File: config.mk
export PLATFORM = sky130hd
export DESIGN_NAME = muldiv_unit_flat
export DESIGN_NICKNAME = d
export VERILOG_FILES = /design/src/rtl/muldiv_pkg.sv /design/src/rtl/muldiv_if.sv /design/src/rtl/muldiv_step.sv /design/src/rtl/muldiv_unit.sv /design/src/flat_wrapper.sv
export SDC_FILE = /design/constraint.sdc
export NUM_CORES = 1
export LEC_CHECK = 0
export CORE_AREA = 2 2 134 234
export CTS_CLUSTER_SIZE = 10
export DETAILED_ROUTE_END_ITERATION = 8
export DIE_AREA = 0 0 136 236
export PLACE_DENSITY = 0.7
export SYNTH_ARGS = -nofsm -noshare
export SYNTH_HDL_FRONTEND = slang
export SYNTH_SLANG_ARGS = --single-unit
File: constraint.sdc
create_clock -name clk -period 5.5 [get_ports clk]
set_input_delay 1.1 -clock clk [delete_from_list [all_inputs] [get_ports clk]]
set_output_delay 1.1 -clock clk [all_outputs]
set_load 0.05 [all_outputs]
File: src/rtl/muldiv_pkg.sv
// rtl/muldiv_pkg.sv - shared op/state encodings and ALU control constants
package muldiv_pkg;

    localparam logic [3:0] ALU_ADD  = 4'h0;
    localparam logic [3:0] ALU_SUB  = 4'h1;
    localparam logic [3:0] ALU_AND  = 4'h2;
    localparam logic [3:0] ALU_OR   = 4'h3;
    localparam logic [3:0] ALU_XOR  = 4'h4;
    localparam logic [3:0] ALU_NOR  = 4'h5;
    localparam logic [3:0] ALU_SLT  = 4'h6;
    localparam logic [3:0] ALU_SLTU = 4'h7;
    localparam logic [3:0] ALU_SLL  = 4'h8;
    localparam logic [3:0] ALU_SRL  = 4'h9;
    localparam logic [3:0] ALU_SRA  = 4'hA;

    typedef enum logic [2:0] {
        OP_MULT  = 3'b000,
        OP_MULTU = 3'b001,
        OP_DIV   = 3'b010,
        OP_DIVU  = 3'b011,
        OP_MTHI  = 3'b100,
        OP_MTLO  = 3'b101,
        OP_NOP6  = 3'b110,
        OP_NOP7  = 3'b111
    } md_op_e;

    typedef enum logic [1:0] {
        ST_IDLE = 2'd0,
        ST_CALC = 2'd1,
        ST_FIX  = 2'd2
    } md_state_e;

    function automatic logic op_is_signed(input logic [2:0] op);
        return (op == OP_MULT) || (op == OP_DIV);
    endfunction

endpackage

File: src/rtl/muldiv_if.sv
// rtl/muldiv_if.sv - request/result bundle between pipeline and mul/div unit
interface muldiv_if #(
    parameter int WIDTH = 32
);
    logic             start;
    logic [2:0]       op;
    logic [WIDTH-1:0] a;
    logic [WIDTH-1:0] b;
    logic             flush;
    logic [WIDTH-1:0] hi;
    logic [WIDTH-1:0] lo;
    logic             busy;
    logic             done;
    logic             div0;

    modport master (
        output start, op, a, b, flush,
        input  hi, lo, busy, done, div0
    );

    modport slave (
        input  start, op, a, b, flush,
        output hi, lo, busy, done, div0
    );
endinterface

File: src/rtl/muldiv_step.sv
// rtl/muldiv_step.sv - one radix-2 iteration: shift-add multiply or restoring divide
module muldiv_step
    import muldiv_pkg::*;
#(
    parameter int WIDTH = 32
) (
    input  logic             i_is_div,
    input  logic [WIDTH-1:0] i_acc,
    input  logic [WIDTH-1:0] i_q,
    input  logic [WIDTH-1:0] i_m,
    output logic [WIDTH-1:0] o_acc,
    output logic [WIDTH-1:0] o_q
);

    logic [WIDTH:0]   w_sum;
    logic [WIDTH:0]   w_shift;
    logic [WIDTH-1:0] w_diff;
    logic             w_ge;

    // Multiply: {acc,q} shifts right, low multiplier bit gates the add.
    assign w_sum = {1'b0, i_acc} + (i_q[0] ? {1'b0, i_m} : {(WIDTH+1){1'b0}});

    // Divide: partial remainder stays below the divisor, so the difference fits WIDTH bits.
    assign w_shift = {i_acc, i_q[WIDTH-1]};
    assign w_ge    = (w_shift >= {1'b0, i_m});
    assign w_diff  = w_shift[WIDTH-1:0] - i_m;

    always_comb begin
        o_acc = w_sum[WIDTH:1];
        o_q   = {w_sum[0], i_q[WIDTH-1:1]};
        if (i_is_div) begin
            o_acc = w_ge ? w_diff : w_shift[WIDTH-1:0];
            o_q   = {i_q[WIDTH-2:0], w_ge};
        end
    end

endmodule

File: src/rtl/muldiv_unit.sv
// rtl/muldiv_unit.sv - iterative MIPS-style HI/LO multiply/divide unit
module muldiv_unit
    import muldiv_pkg::*;
#(
    parameter int WIDTH = 32
) (
    input  logic     clk,
    input  logic     rst,
    muldiv_if.slave  bus
);

    localparam int CW = $clog2(WIDTH);

    md_state_e          r_state;
    logic [CW-1:0]      r_cnt;
    logic [WIDTH-1:0]   r_acc;
    logic [WIDTH-1:0]   r_q;
    logic [WIDTH-1:0]   r_m;
    logic               r_is_div;
    logic               r_neg_q;
    logic               r_neg_r;
    logic               r_bz;
    logic [WIDTH-1:0]   r_hi;
    logic [WIDTH-1:0]   r_lo;
    logic               r_done;
    logic               r_div0;

    logic               w_sgn;
    logic               w_a_neg;
    logic               w_b_neg;
    logic               w_is_div;
    logic [WIDTH-1:0]   w_a_mag;
    logic [WIDTH-1:0]   w_b_mag;
    logic [WIDTH-1:0]   w_acc_n;
    logic [WIDTH-1:0]   w_q_n;
    logic [2*WIDTH-1:0] w_prod;
    logic [2*WIDTH-1:0] w_prod_fix;
    logic [WIDTH-1:0]   w_quo;
    logic [WIDTH-1:0]   w_rem;

    assign w_sgn    = op_is_signed(bus.op);
    assign w_a_neg  = w_sgn & bus.a[WIDTH-1];
    assign w_b_neg  = w_sgn & bus.b[WIDTH-1];
    assign w_is_div = (bus.op == OP_DIV) || (bus.op == OP_DIVU);
    // Most-negative magnitude is still exact as an unsigned WIDTH-bit value.
    assign w_a_mag  = w_a_neg ? -bus.a : bus.a;
    assign w_b_mag  = w_b_neg ? -bus.b : bus.b;

    muldiv_step #(.WIDTH(WIDTH)) u_step (
        .i_is_div (r_is_div),
        .i_acc    (r_acc),
        .i_q      (r_q),
        .i_m      (r_m),
        .o_acc    (w_acc_n),
        .o_q      (w_q_n)
    );

    assign w_prod     = {r_acc, r_q};
    assign w_prod_fix = r_neg_q ? -w_prod : w_prod;
    assign w_quo      = r_neg_q ? -r_q : r_q;
    assign w_rem      = r_neg_r ? -r_acc : r_acc;

    always_ff @(posedge clk or posedge rst) begin
        if (rst) begin
            r_state  <= ST_IDLE;
            r_cnt    <= '0;
            r_acc    <= '0;
            r_q      <= '0;
            r_m      <= '0;
            r_is_div <= 1'b0;
            r_neg_q  <= 1'b0;
            r_neg_r  <= 1'b0;
            r_bz     <= 1'b0;
            r_hi     <= '0;
            r_lo     <= '0;
            r_done   <= 1'b0;
            r_div0   <= 1'b0;
        end else begin
            r_done <= 1'b0;
            if (bus.flush) begin
                r_state <= ST_IDLE;
            end else begin
                case (r_state)
                    ST_IDLE: begin
                        if (bus.start) begin
                            case (md_op_e'(bus.op))
                                OP_MTHI: begin
                                    r_hi   <= bus.a;
                                    r_div0 <= 1'b0;
                                end
                                OP_MTLO: begin
                                    r_lo   <= bus.a;
                                    r_div0 <= 1'b0;
                                end
                                OP_MULT, OP_MULTU, OP_DIV, OP_DIVU: begin
                                    r_acc    <= '0;
                                    r_q      <= w_is_div ? w_a_mag : w_b_mag;
                                    r_m      <= w_is_div ? w_b_mag : w_a_mag;
                                    r_is_div <= w_is_div;
                                    r_neg_q  <= w_a_neg ^ w_b_neg;
                                    r_neg_r  <= w_a_neg;
                                    r_bz     <= w_is_div && (bus.b == '0);
                                    r_cnt    <= '0;
                                    r_div0   <= 1'b0;
                                    r_state  <= ST_CALC;
                                end
                                default: ;
                            endcase
                        end
                    end
                    ST_CALC: begin
                        r_acc <= w_acc_n;
                        r_q   <= w_q_n;
                        r_cnt <= r_cnt + 1'b1;
                        if (r_cnt == CW'(WIDTH-1))
                            r_state <= ST_FIX;
                    end
                    ST_FIX: begin
                        if (r_is_div) begin
                            r_hi <= w_rem;
                            r_lo <= r_bz ? '1 : w_quo;
                        end else begin
                            {r_hi, r_lo} <= w_prod_fix;
                        end
                        r_div0  <= r_is_div & r_bz;
                        r_done  <= 1'b1;
                        r_state <= ST_IDLE;
                    end
                    default: r_state <= ST_IDLE;
                endcase
            end
        end
    end

    assign bus.hi   = r_hi;
    assign bus.lo   = r_lo;
    assign bus.busy = (r_state != ST_IDLE);
    assign bus.done = r_done;
    assign bus.div0 = r_div0;

endmodule

File: src/flat_wrapper.sv
// flat-port wrapper written by rule: the top's interface ports become plain ports
module muldiv_unit_flat import muldiv_pkg::*;
#(
    parameter int WIDTH = 32
)
  (clk, rst, bus_start, bus_op, bus_a, bus_b, bus_flush, bus_hi, bus_lo, bus_busy, bus_done, bus_div0);
  muldiv_if #(.WIDTH(WIDTH)) bus_i ();
  input  logic clk;
  input  logic rst;
  input wire logic [$bits(bus_i.start)-1:0] bus_start;
  input wire logic [$bits(bus_i.op)-1:0] bus_op;
  input wire logic [$bits(bus_i.a)-1:0] bus_a;
  input wire logic [$bits(bus_i.b)-1:0] bus_b;
  input wire logic [$bits(bus_i.flush)-1:0] bus_flush;
  output wire logic [$bits(bus_i.hi)-1:0] bus_hi;
  output wire logic [$bits(bus_i.lo)-1:0] bus_lo;
  output wire logic [$bits(bus_i.busy)-1:0] bus_busy;
  output wire logic [$bits(bus_i.done)-1:0] bus_done;
  output wire logic [$bits(bus_i.div0)-1:0] bus_div0;
  assign bus_i.start = bus_start;
  assign bus_i.op = bus_op;
  assign bus_i.a = bus_a;
  assign bus_i.b = bus_b;
  assign bus_i.flush = bus_flush;
  assign bus_hi = bus_i.hi;
  assign bus_lo = bus_i.lo;
  assign bus_busy = bus_i.busy;
  assign bus_done = bus_i.done;
  assign bus_div0 = bus_i.div0;
  muldiv_unit #(.WIDTH(WIDTH)) u_core (.clk(clk), .rst(rst), .bus(bus_i));
endmodule
# Word-level counts from Yosys, hierarchy flattened
# Cells that the tools add are included.
word_totals:
  ff_bits: 173
  in_bits: 71
op_classes:
  addsub: 8
  magnitude_cmp: 1
  eq_ne: 16
  mux: 39
  bitwise_logic: 5
  reduce_logical: 17
ops:
  columns: ["operator", "count"]
  rows:
  - ["$mux 32", 21]
  - ["$pmux 32 s2", 4]
  - ["$neg 32->32", 4]
  - ["$mux 64", 1]
  - ["$neg 64->64", 1]
  - ["$add 32x33->33", 1]
  - ["$ge 33x32->1", 1]
  - ["$logic_not 32->1", 1]
  - ["$sub 32x32->32", 1]
  - ["$reduce_and 4->1", 5]
  - ["$mux 5", 2]
  - ["$ne 2x2->1 const B", 5]
  - ["$pmux 5 s2", 1]
  - ["$mux 2", 4]
  - ["$eq 3x2->1 const B", 2]
  - ["$eq 3x3->1 const B", 2]
  - ["$ne 3x3->1 const B", 2]
  - ["$reduce_bool 2->1", 3]
  - ["$reduce_or 6->1", 1]
  - ["$add 5x1->5 const B", 1]
  - ["$eq 5x5->1 const B", 1]
  - ["$mux 1", 4]
  - ["$pmux 2 s2", 1]
  - ["$reduce_or 4->1", 1]
  - ["other kinds (13)", 16]

# Longest topological paths before layout
# Gate-level depths: netlist (run 1).
depth:
  ltp_word: 8
  depth_mapped: 14
  mapped_depth_nobuf: 13

# Modules after synthesis
# Synthesis (run 1) repeated with hierarchy kept, for this count alone.
unflattened:
  hier_cells: 1966
  hier_area_um2: 15397.3
by_module_without_submodules:
  columns: ["module", "n_inst", "cells_each", "area_each_um2"]
  rows:
  - ["muldiv_unit", 1, 1265, 10674.0]
  - ["muldiv_step", 1, 701, 4723.3]

# Worst setup path before layout (run 1)
# Ideal clock, no wire load.
synth_path:
  path_type: "reg2reg"
  start: "register u_core.r_m[1]"
  end: "register u_core.r_acc[2]"
  setup_time_ns: 0.126
  t_arrival_ns: 3.134
  slack_ns: 2.240
  path_stages_with_launch: 13
  synth_period_minus_slack_ns: 3.260
  path_cell_list: "dfrtp_1 inv_1 ha_1 nor2b_1 o2111a_1 o311a_1 o211ai_1 o21ai_0 o21ai_0 clkbuf_1 clkbuf_1 a21oi_1 a221o_1"
synth_between:
  elab_chain_cells: 4
  word_cells_on_any_way: 7
synth_rtl:
  columns: ["element", "line_no", "text"]
  rows:
  - ["from (decl)", "muldiv_unit.sv:18", "logic [WIDTH-1:0] r_m;"]
  - ["from (signal assigned)", "muldiv_unit.sv:98", "r_m <= w_is_div ? w_b_mag : w_a_mag;"]
  - ["$mux 32, or another cell as far along", "muldiv_step.sv:21", "assign w_sum = {1'b0, i_acc} + (i_q[0] ? {1'b0, i_m} : {(WIDTH+1){1'b0}});"]
  - ["$add 32x33->33 / $mux 32 (equally long branches)", "muldiv_step.sv:21, muldiv_step.sv:32", null]
  - ["$mux 32 (*)", "muldiv_step.sv:31", "if (i_is_div) begin"]
  - ["$pmux 32 s2 (*)", "muldiv_unit.sv:83", "case (r_state)"]
  - ["to (signal assigned)", "muldiv_unit.sv:112", "r_acc <= w_acc_n;"]
  - ["to (decl)", "muldiv_unit.sv:16", "logic [WIDTH-1:0] r_acc;"]
# Mark *: on every way between the ends. The rest lies on a longest branch, timed or not.
# A chain may end at the register's enable or synchronous reset.

# Final worst setup path (run 1)
layout_path:
  start: "register u_core.r_q[0]"
  end: "register u_core.r_acc[25]"
layout_between:
  elab_chain_cells: 4
layout_rtl:
  columns: ["element", "line_no", "text"]
  rows:
  - ["from (decl)", "muldiv_unit.sv:17", "logic [WIDTH-1:0] r_q;"]
  - ["from (signal assigned)", "muldiv_unit.sv:97", "r_q <= w_is_div ? w_a_mag : w_b_mag;"]
  - ["from (signal assigned)", "muldiv_unit.sv:113", "r_q <= w_q_n;"]
  - ["$mux 32", "muldiv_step.sv:21", null]
  - ["$add 32x33->33", "muldiv_step.sv:21", null]
  - ["$mux 32", "muldiv_step.sv:31", null]
  - ["$pmux 32 s2", "muldiv_unit.sv:83", null]
# No other way between the ends.

==> metrics.yaml, run 1 <==
status: "completed"
clockRootBuffer: "sky130_fd_sc_hd__clkbuf_16"
dpl_cell_area_um2: 16590
post_synthesis_area_per_instance_um2: 7.602
drc_errors: 0
p_int_uw: 3725
synth_top_cells_by_area: "sky130_fd_sc_hd__dfrtp_1 (29%), sky130_fd_sc_hd__o21ai_0 (7.3%), sky130_fd_sc_hd__nand2_1 (6.2%), sky130_fd_sc_hd__xnor2_1 (6.1%), sky130_fd_sc_hd__ha_1 (5.9%)"
p_switching_uw: 3517
finalSetupTns_ns: 0
first_global_vias: 14590
final-max-slew-violation-count: 0
timing.max_cap.violations: 0
async_flop_share: 1.000
final.setup_skew_ns: 0.009991
floorplan.die.height_um: 236
worst_skew_pair_later_pin_latency_ns: 0.46
fin_crit_share: 0.7424
synthesis.instances: 1954
post-route-min-period_ns: 4.083
power.leakage_uw: 0.007442
ctsLongestPathBuffers: 2
tritoncts_num_sinks: 173
finalSetupViolations: 0
worstSetupEndpointType: "flip-flop"
worst_margin_slew_ns: 1.041
power.combinational.fraction: 0.543
final_cell_area_um2: 17190
worst_setup_hold_path_clk_slew_ns: 0.07
post_cts_resize_count: 0
fmaxAchievable_ghz: 0.2449
m1WireLength_mm: 20.14
grt_pass1_wl_mm: 85.95
number_of_enable_flip_flop_cells_after_synthesis: 0
cts_tree: "built"
boundaryPins: 138
netSwitchingFraction: 0.4856
final_nets: 2166
start_util: 0.4884
highest_layer: "met4"
post_cts_hold_buffer_count: 0
yosys.cell_count.top_type: "sky130_fd_sc_hd__nand2_1"
yosys_warnings: 0
postSynthRegisterBits: 173
post_synthesis_cell_type_with_the_largest_combined_area: "sky130_fd_sc_hd__dfrtp_1"
vdd_ir_drop_max_uv: 252.3
global_route.overflow_total: 0
drt_iter0_drc: 1204
power.share.sequential: 0.276
min-delay-path-class: "flip-flop to flip-flop"
relSlewSlack: 0.3011
met3RoutedLength_mm: 2.573
post_route_cells_drive_above_1_share: 0.05305
synthTopCellsByCount: "sky130_fd_sc_hd__nand2_1 (247), sky130_fd_sc_hd__o21ai_0 (217), sky130_fd_sc_hd__nor2_1 (214)"
antenna_found_initial: 1
wl_met2_mm: 28.89
wp_data_required_ns: 5.82
syn-cell-area_um2: 14850
synth_top_flop_cell: "sky130_fd_sc_hd__dfrtp_1"
vias: 15190
globalplace.congestion: 1.004
hold_ws_ns: 0.4798
rsz0062_at_grt: "false"
timing_worst_setup_path_type: "flip-flop to flip-flop"
dpl_wire_length_mm: 44.52
core-area_um2: 30420
path_max_fanout: 12
worst_setup_path_start_kind: "flip-flop"
synth.yosys.seq_area_share: 0.2914
die_x_um: 136
global_route_usage_over_all_layers: 0.3592
post_drt_antenna_nets: 0
die_area_um2: 32100
synthToLayoutAreaGrowth_pct: 15.74
wl_per_cell_um: 23.64
power_density_relative_to_cell_area_nw_per_um2: 421.2
p_total_uw: 7241
ys_types: 77
avgViaCountPerCell: 6.255
fill_cells: 2917
total_wirelength_mm: 57.41
drt_pass1_iterations: 5
cts-htree-levels: 4
data_arrival_time_of_the_critical_path_ns: 4.40
synth_top_cell_area_share: 0.2914
syn-num-nets: 2097
placementRows: 85
timing_hold_violations_final: 0
cts_inserted_buffers: 17
share_clk_of_total_power: 0.180
grt_start_max_net_pins: 143
portBuffers: 137
post_cts_buffers: 0
-- metal layers --
metal / global-route usage / vias to the layer above
li1: - / 7103
met1: 0.3802 / 7252
met4: 0.3030 / 0
met5: 0 / -
met2: 0.6204 / 613
met3: 0.04427 / 218
-- path summary, 6_finish.rpt --
check                                                start                            end  slack (ns)  depth (start not counted)
worst max-delay path             u_core.r_q[0]$_DFFE_PP0P_   u_core.r_acc[25]$_DFFE_PP0P_        1.42                         12
worst min-delay path            u_core.r_m[12]$_DFFE_PP0P_     u_core.r_m[12]$_DFFE_PP0P_        0.48                          2
worst max register to register   u_core.r_q[0]$_DFFE_PP0P_   u_core.r_acc[25]$_DFFE_PP0P_        1.42                         12
worst min register to register  u_core.r_m[12]$_DFFE_PP0P_     u_core.r_m[12]$_DFFE_PP0P_        0.48                          2
max in group asynchronous                              rst    u_core.r_is_div$_DFFE_PP0P_        3.62                          3
min in group asynchronous                              rst  u_core.bus.hi[24]$_DFFE_PP0P_        1.14                          3
-- through the flow --
| step | worst slack, ns | utilization | instances |
|---|---|---|---|
| floorplan | 2.189 | - | 1954 |
| global placement | 1.372 | 0.5454 | 2395 |
| detailed placement | 1.323 | 0.5454 | 2395 |
| CTS | 1.554 | 0.5652 | 2427 |
| global route | 1.268 | 0.5652 | 2428 |
| finish | 1.417 | 0.5652 | 2428 |
-- worst max-delay path, cell delays in order (launching register included) --
cell	delay, ns
sky130_fd_sc_hd__dfrtp_1	0.49
sky130_fd_sc_hd__inv_1	0.37
sky130_fd_sc_hd__nor2_1	0.10
sky130_fd_sc_hd__ha_1	0.34
sky130_fd_sc_hd__nor2b_1	0.17
sky130_fd_sc_hd__o31ai_1	0.48
sky130_fd_sc_hd__a21oi_1	0.24
sky130_fd_sc_hd__o21ai_0	0.36
sky130_fd_sc_hd__a21oi_1	0.26
sky130_fd_sc_hd__o21ai_0	0.46
sky130_fd_sc_hd__nor4_1	0.10
sky130_fd_sc_hd__o41ai_1	0.44
sky130_fd_sc_hd__o211ai_1	0.14
-- area by class of cell --
type	instances	area [um2]	share of cell area
diodes	1	2.502	0.0001456
clock buffers	17	425.4	0.02474
clock inverters	15	176.4	0.01026
inverters	67	255.2	0.01485
multi-input cells	1592	9859	0.5735
flip-flops and latches	173	4330	0.2519
well taps	391	489.2	0.02846
repair buffers	172	1654	0.09621
-- state kept, by name, summed over array words and instances (netlist names) --
name and flops:
u_core.r_m 32, u_core.r_acc 32, u_core.bus.done 1, u_core.r_is_div 1, u_core.r_neg_r 1, u_core.r_bz 1
u_core.r_state 2, u_core.bus.lo 32, u_core.r_cnt 5, u_core.bus.div0 1, u_core.r_q 32, u_core.bus.hi 32
u_core.r_neg_q 1
-- power groups by stage --
stage	clock, uW	sequential (uW)	combinational, uW
4_1_cts	1310	1990	3890
3_5_place_dp	0	2010	3860
2_1_floorplan	0	2250	2320
3_3_place_gp	0	2000	3830
5_1_grt	1350	2030	4250
6_report	1310	2000	3940
-- cells by family after synthesis --
| group | count (synthesis) | synth area share |
|---|---|---|
| mux | 56 | 0.03833 |
| buf+inv | 189 | 0.04885 |
| xor+xnor | 172 | 0.1014 |
| fa+ha+maj | 72 | 0.06166 |
| flops | 173 | 0.2914 |
| simple gates | 663 | 0.1998 |
| compound gates | 629 | 0.2585 |
-- cells in the final DEF, fill, tap and decap left out, drive strengths merged, types with 49 or more instances in the layout --
cell type | Yosys | routed
a21oi | 172 | 172
clkdlybuf4s50 | 0 | 136
dfrtp | 173 | 173
ha | 70 | 70
inv | 67 | 75
mux2i | 49 | 49
nand2 | 248 | 248
nor2 | 214 | 214
o21ai | 222 | 222
xnor2 | 103 | 103
xor2 | 69 | 69
Note: power is estimated with default switching activity, not from simulation.
==> run 2, diff against run 1 <==
Clock period 5.5 ns to 3.4 ns, I/O delays scaled along.
==> run 2 against run 1 <==
  * Worst hold slack better by 0.0071 ns
  * Register-to-register slack got worse by 1.4 ns
  * Die area stayed put
  * Clock skew grew 0.0012 ns
  * Cell count is 8.2% higher
  * Core utilization grew 5.6 points
  * Critical path depth shrank 3
  * Maximum frequency up 21%
==> metrics.yaml, run 2 (synthesized netlist as in run 1, its figures left out) <==
status: "completed"
post-route-util: 0.6211
critical_register_to_register_path_startpoint: "u_core.r_q[10]$_DFFE_PP0P_"
grt_pass1_wl_mm: 93.18
drt_iter0_drc: 1378
final.setup_skew_ns: 0.01120
wp_data_required_ns: 3.77
worst_skew_pair_later_pin_latency_ns: 0.46
worst_setup_hold_path_clk_slew_ns: 0.08
finalSetupViolations: 0
tritoncts_num_sinks: 173
critical_path_endpoint: "u_core.bus.hi[16]$_DFFE_PP0P_"
drc_errors: 0
post-route-min-period_ns: 3.383
worst_setup_path_start_kind: "flip-flop"
clockRootBuffer: "sky130_fd_sc_hd__clkbuf_16"
total_wirelength_mm: 63.14
vias: 16200
power_density_relative_to_cell_area_nw_per_um2: 663.3
post-route-worst-setup-slack_ns: 0.01690
ctsLongestPathBuffers: 2
die_x_um: 136
path_max_fanout: 6
p_total_uw: 12530
worst-r2r-cell-count: 9
layout.cells.most_common: "sky130_fd_sc_hd__nand2_1"
finalSetupTns_ns: 0
hold_ws_ns: 0.4869
min-delay-path-class: "flip-flop to flip-flop"
cts_inserted_buffers: 17
wl_per_cell_um: 24.02
worst_margin_slew_ns: 1.267
timing_hold_violations_final: 0
floorplan.die.height_um: 236
drt_pass1_iterations: 6
die_area_um2: 32100
global_route_usage_over_all_layers: 0.3930
timing.max_cap.violations: 0
globalplace.congestion: 1.046
start_util: 0.4884
final-max-slew-violation-count: 0
avgViaCountPerCell: 6.165
dpl_wire_length_mm: 49.61
antenna_found_initial: 0
portBuffers: 137
relSlewSlack: 0.1552
final_nets: 2367
rrSetupSlack_ns: 0.02
boundaryPins: 138
fin_crit_share: 0.9950
rsz0062_at_grt: "true"
global_route.overflow_total: 0
grt_start_max_net_pins: 106
reg2reg_to: "u_core.bus.hi[16]$_DFFE_PP0P_"
cts-htree-levels: 4
post_drt_antenna_nets: 0
power.leakage_uw: 0.008458
cts_tree: "built"
cp-startpoint: "u_core.r_q[10]$_DFFE_PP0P_"
most-common-layout-cells: "sky130_fd_sc_hd__nand2_1 (247), sky130_fd_sc_hd__buf_4 (227), sky130_fd_sc_hd__nor2_1 (213), sky130_fd_sc_hd__o21ai_0 (208)"
final_antenna_diode_count: 0
core-area_um2: 30420
first_global_vias: 15760
fmaxAchievable_ghz: 0.2956
vdd_ir_drop_max_uv: 435.4
placementRows: 85
timing_worst_setup_path_type: "flip-flop to flip-flop"
synthToLayoutAreaGrowth_pct: 27.17
place_worst_setup_slack_ns: -0.3679
data_arrival_time_of_the_critical_path_ns: 3.76
post_route_cells_drive_above_1_share: 0.1466
worstSetupEndpointType: "flip-flop"
==> run 2: cell types whose count changed in the layout (fill, tap and decap cells not counted), sizes merged <==
cell and change:
clkinvlp +2, diode -1, bufinv -1, buf +200, inv -1, clkbuf +1
==> run 2: worst min path at each step <==
stage,from,to,slack [ns],depth (start not counted)
3_3_place_gp,u_core.r_m[5]$_DFFE_PP0P_,u_core.r_m[5]$_DFFE_PP0P_,0.46,2
3_5_place_dp,u_core.r_m[16]$_DFFE_PP0P_,u_core.r_m[16]$_DFFE_PP0P_,0.47,2
6_report,u_core.r_m[12]$_DFFE_PP0P_,u_core.r_m[12]$_DFFE_PP0P_,0.49,2
2_1_floorplan,u_core.r_m[10]$_DFFE_PP0P_,u_core.r_m[10]$_DFFE_PP0P_,0.45,2
4_1_cts,u_core.r_m[16]$_DFFE_PP0P_,u_core.r_m[16]$_DFFE_PP0P_,0.49,2
5_1_grt,u_core.bus.hi[7]$_DFFE_PP0P_,u_core.bus.hi[7]$_DFFE_PP0P_,0.51,2
==> run 2: per-layer routing <==
layer | GRT usage | vias to the layer above | routed length [um]
li1 | - | 7511 | -
met1 | 0.4022 | 7716 | 21420
met2 | 0.6778 | 713 | 31510
met3 | 0.06082 | 262 | 3140
met4 | 0.3475 | 0 | 7064
met5 | 0 | - | 0
==> run 2: power by group <==
part	leakage [uW]	switching, uW	internal (uW)	total [uW]
Combinational	0.00598	4590	2940	7530
Sequential	0.00220	439	2540	2980
Clock	0.000276	983	1030	2020
==> run 2: per-stage QoR <==
step                      instances  instance area, um2
final                          2628               18890
after global routing           2628               18890
after floorplan                1954               14860
after detailed placement       2589               18090
after global placement         2589               18090
after CTS                      2621               18710
==> run 2: repair_timing <==
item                                    in CTS  in global routing
hold endpoints to repair                     0                  0
buffers inserted                             0                  6
gates resized for setup                      9                 27
pin swaps                                    0                  9
hold buffers                                 0                  0
gates cloned                                 0                  1
endpoints found under the setup margin       6                 38
==> run 2: layout make-up <==
cell class	count	area [um2]
clock buffers	17	425.4
clock inverters	15	150.1
flip-flops and latches	173	4332
fillers	2843	11530
inverters	67	255.2
well taps	391	489.2
multi-input cells	1592	9988
repair buffers	373	3251
==> run 2: critical path, stage by stage, from the launching register on <==
cell	delay, ns
sky130_fd_sc_hd__dfrtp_1	0.39
sky130_fd_sc_hd__or4_4	0.54
sky130_fd_sc_hd__or4_4	0.47
sky130_fd_sc_hd__or4b_4	0.59
sky130_fd_sc_hd__o31ai_4	0.42
sky130_fd_sc_hd__nand2_1	0.14
sky130_fd_sc_hd__o21ai_0	0.22
sky130_fd_sc_hd__xnor2_1	0.19
sky130_fd_sc_hd__mux2i_1	0.16
sky130_fd_sc_hd__o21ai_0	0.17
==> run 3, diff against run 2 <==
Settings changed: GPL_TIMING_DRIVEN from default to 0.
==> run 3 against run 2 <==
  * The flow now finishes with violations (setup timing)
  * Total power is 1.9% lower
  * Critical path depth fell by 1
  * Combinational power fell by 9.8%
  * Wire length is 7.3% higher
  * Worst setup slack lost 0.094 ns
  * Clock skew is 0.0037 ns higher
  * Core utilization decreased by 2.4 points
  * Cell count fell by 3.2%
  * Sequential share of layout area rose by 1.0 points
  * Largest cell class unchanged
==> metrics.yaml, run 3 (synthesized netlist as in run 1, its figures left out) <==
vdd_ir_drop_max_uv: 469.3
final_nets: 2279
cts-htree-levels: 4
most-common-layout-cells: "sky130_fd_sc_hd__nand2_1 (246), sky130_fd_sc_hd__nor2_1 (213), sky130_fd_sc_hd__o21ai_0 (197), sky130_fd_sc_hd__a21oi_1 (167), sky130_fd_sc_hd__dfrtp_1 (161)"
power.leakage_uw: 0.007693
hold_ws_ns: 0.4829
vias: 16130
first_global_vias: 15900
timing_worst_setup_path_type: "flip-flop to flip-flop"
status: "finished, violations left"
post_cts_hold_buffer_count: 0
cts_tree: "built"
final_cell_area_um2: 18150
global_route_usage_over_all_layers: 0.4203
final-max-slew-violation-count: 0
worst_margin_slew_ns: 0.9982
die_area_um2: 32100
dpl_cell_area_um2: 16790
core-area_um2: 30420
timing_hold_violations_final: 0
final.setup_skew_ns: 0.01491
boundaryPins: 138
post_route_cells_drive_above_1_share: 0.08702
finalSetupViolations: 2
worst_hold_startpoint: "u_core.bus.lo[19]$_DFFE_PP0P_"
ctsLongestPathBuffers: 2
tritoncts_num_sinks: 173
cts_inserted_buffers: 17
data_arrival_time_of_the_critical_path_ns: 3.84
min_to: "u_core.bus.lo[19]$_DFFE_PP0P_"
min-delay-path-class: "flip-flop to flip-flop"
placementRows: 85
global_route.overflow_total: 0
globalplace.congestion: 0.9859
post_drt_antenna_nets: 0
fmaxAchievable_ghz: 0.2876
worst_setup_hold_path_clk_slew_ns: 0.07
violations: "setup timing"
rrSetupSlack_ns: -0.08
start_util: 0.4884
fin_crit_share: 1.023
worst-r2r-cell-count: 8
met3RoutedLength_mm: 3.441
worst_setup_path_start_kind: "flip-flop"
rsz0062_at_grt: "true"
wl_met2_mm: 33.36
final-instance-count-excl-fill: 2544
avgViaCountPerCell: 6.338
worst_skew_pair_later_pin_latency_ns: 0.48
place.detailed.instances: 2485
highest_layer: "met4"
antenna_found_initial: 4
worstSetupEndpointType: "flip-flop"
path_max_fanout: 7
grt_start_max_net_pins: 42
drt_iter0_drc: 1153
synthToLayoutAreaGrowth_pct: 22.18
grt_pass1_wl_mm: 98.28
portBuffers: 136
layout.cells.most_common: "sky130_fd_sc_hd__nand2_1"
power_density_relative_to_cell_area_nw_per_um2: 677.1
die_x_um: 136
wl_per_cell_um: 26.62
m1WireLength_mm: 22.24
whs_path_depth: 2
total_wirelength_mm: 67.72
reg2reg_to: "u_core.bus.lo[29]$_DFFE_PP0P_"
dpl_wire_length_mm: 54.24
clockRootBuffer: "sky130_fd_sc_hd__clkbuf_16"
timing.max_cap.violations: 0
floorplan.die.height_um: 236
drc_errors: 0
drt_pass1_iterations: 7
post-route-worst-setup-slack_ns: -0.07720
post-route-min-period_ns: 3.477
wp_data_required_ns: 3.76
relSlewSlack: 0.3345
critical_register_to_register_path_startpoint: "u_core.r_q[11]$_DFFE_PP0P_"
-- run 3: cell types whose count changed in the layout (fill, tap and decap cells not counted), moves of 5 or more --
cell,before,now
sky130_fd_sc_hd__buf_4,227,27
sky130_fd_sc_hd__clkbuf_1,0,95
sky130_fd_sc_hd__o21ai_0,208,197
sky130_fd_sc_hd__dfrtp_1,171,161
sky130_fd_sc_hd__dfrtp_2,2,12
sky130_fd_sc_hd__o21ai_1,10,20
sky130_fd_sc_hd__buf_1,0,8
sky130_fd_sc_hd__buf_6,0,8
sky130_fd_sc_hd__clkbuf_2,0,5
sky130_fd_sc_hd__ha_1,70,65
-- run 3: per-stage QoR --
step,util,total power (uW),TNS (ns),setup slack [ns]
floorplan,-,7401,0,0.1401
global placement,0.5493,9485,-249.56,-1.297
detailed placement,0.5520,9553,-66.00,-1.381
CTS,0.5801,11860,-0.02352,-0.02047
global route,0.5967,12900,-0.6262,-0.1090
finish,0.5967,12290,-0.09956,-0.07720
-- run 3: final cells by class --
type / instances / area (um2)
antenna: 4 / 10.01
buffer: 117 / 510.5
sequential: 173 / 4344
timing repair buffer: 168 / 1674
multi-input combinational: 1592 / 10240
clock inverter: 13 / 177.7
inverter: 67 / 259.0
fill: 2926 / 12270
tap: 391 / 489.2
clock buffer: 19 / 442.9
-- run 3: worst max-delay path: stages (launching register included) --
cell                       delay (ns)
sky130_fd_sc_hd__dfrtp_2         0.50
sky130_fd_sc_hd__or4_4           0.57
sky130_fd_sc_hd__or4_4           0.44
sky130_fd_sc_hd__or4b_4          0.58
sky130_fd_sc_hd__or2_4           0.33
sky130_fd_sc_hd__o41ai_4         0.27
sky130_fd_sc_hd__xor2_2          0.34
sky130_fd_sc_hd__a211oi_1        0.14
sky130_fd_sc_hd__a21o_1          0.19
-- run 3: how the worst max path moves through the flow --
stage | depth (start not counted) | to | start
3_5_place_dp | 13 | u_core.r_acc[25]$_DFFE_PP0P_ | u_core.r_q[0]$_DFFE_PP0P_
5_1_grt | 13 | u_core.r_acc[26]$_DFFE_PP0P_ | u_core.r_q[0]$_DFFE_PP0P_
3_3_place_gp | 13 | u_core.r_acc[25]$_DFFE_PP0P_ | u_core.r_q[0]$_DFFE_PP0P_
4_1_cts | 9 | u_core.bus.lo[29]$_DFFE_PP0P_ | u_core.r_q[10]$_DFFE_PP0P_
6_report | 8 | u_core.bus.lo[29]$_DFFE_PP0P_ | u_core.r_q[11]$_DFFE_PP0P_
2_1_floorplan | 12 | u_core.r_acc[2]$_DFFE_PP0P_ | u_core.r_m[1]$_DFFE_PP0P_
-- run 3: metal layers --
layer / global-route usage / vias to the layer above
met3: 0.06297 / 299
met1: 0.4145 / 7768
met2: 0.7180 / 714
met5: 0 / -
met4: 0.4252 / 0
li1: - / 7344
-- run 3: where the power goes --
group / switching, uW / total (uW) / leakage (uW) / internal [uW]
logic: 4240 / 6790 / 0.00521 / 2550
clock network: 993 / 2190 / 0.000298 / 1200
registers: 761 / 3310 / 0.00219 / 2540
total: 6000 / 12300 / 0.00769 / 6290
-- run 3: timing repair --
item | 4_1_cts | 5_1_grt
gates resized for setup | 61 | 84
endpoints found under the setup margin | 108 | 72
pin swaps | 12 | 26
gates cloned | 0 | 0
buffers inserted | 8 | 20
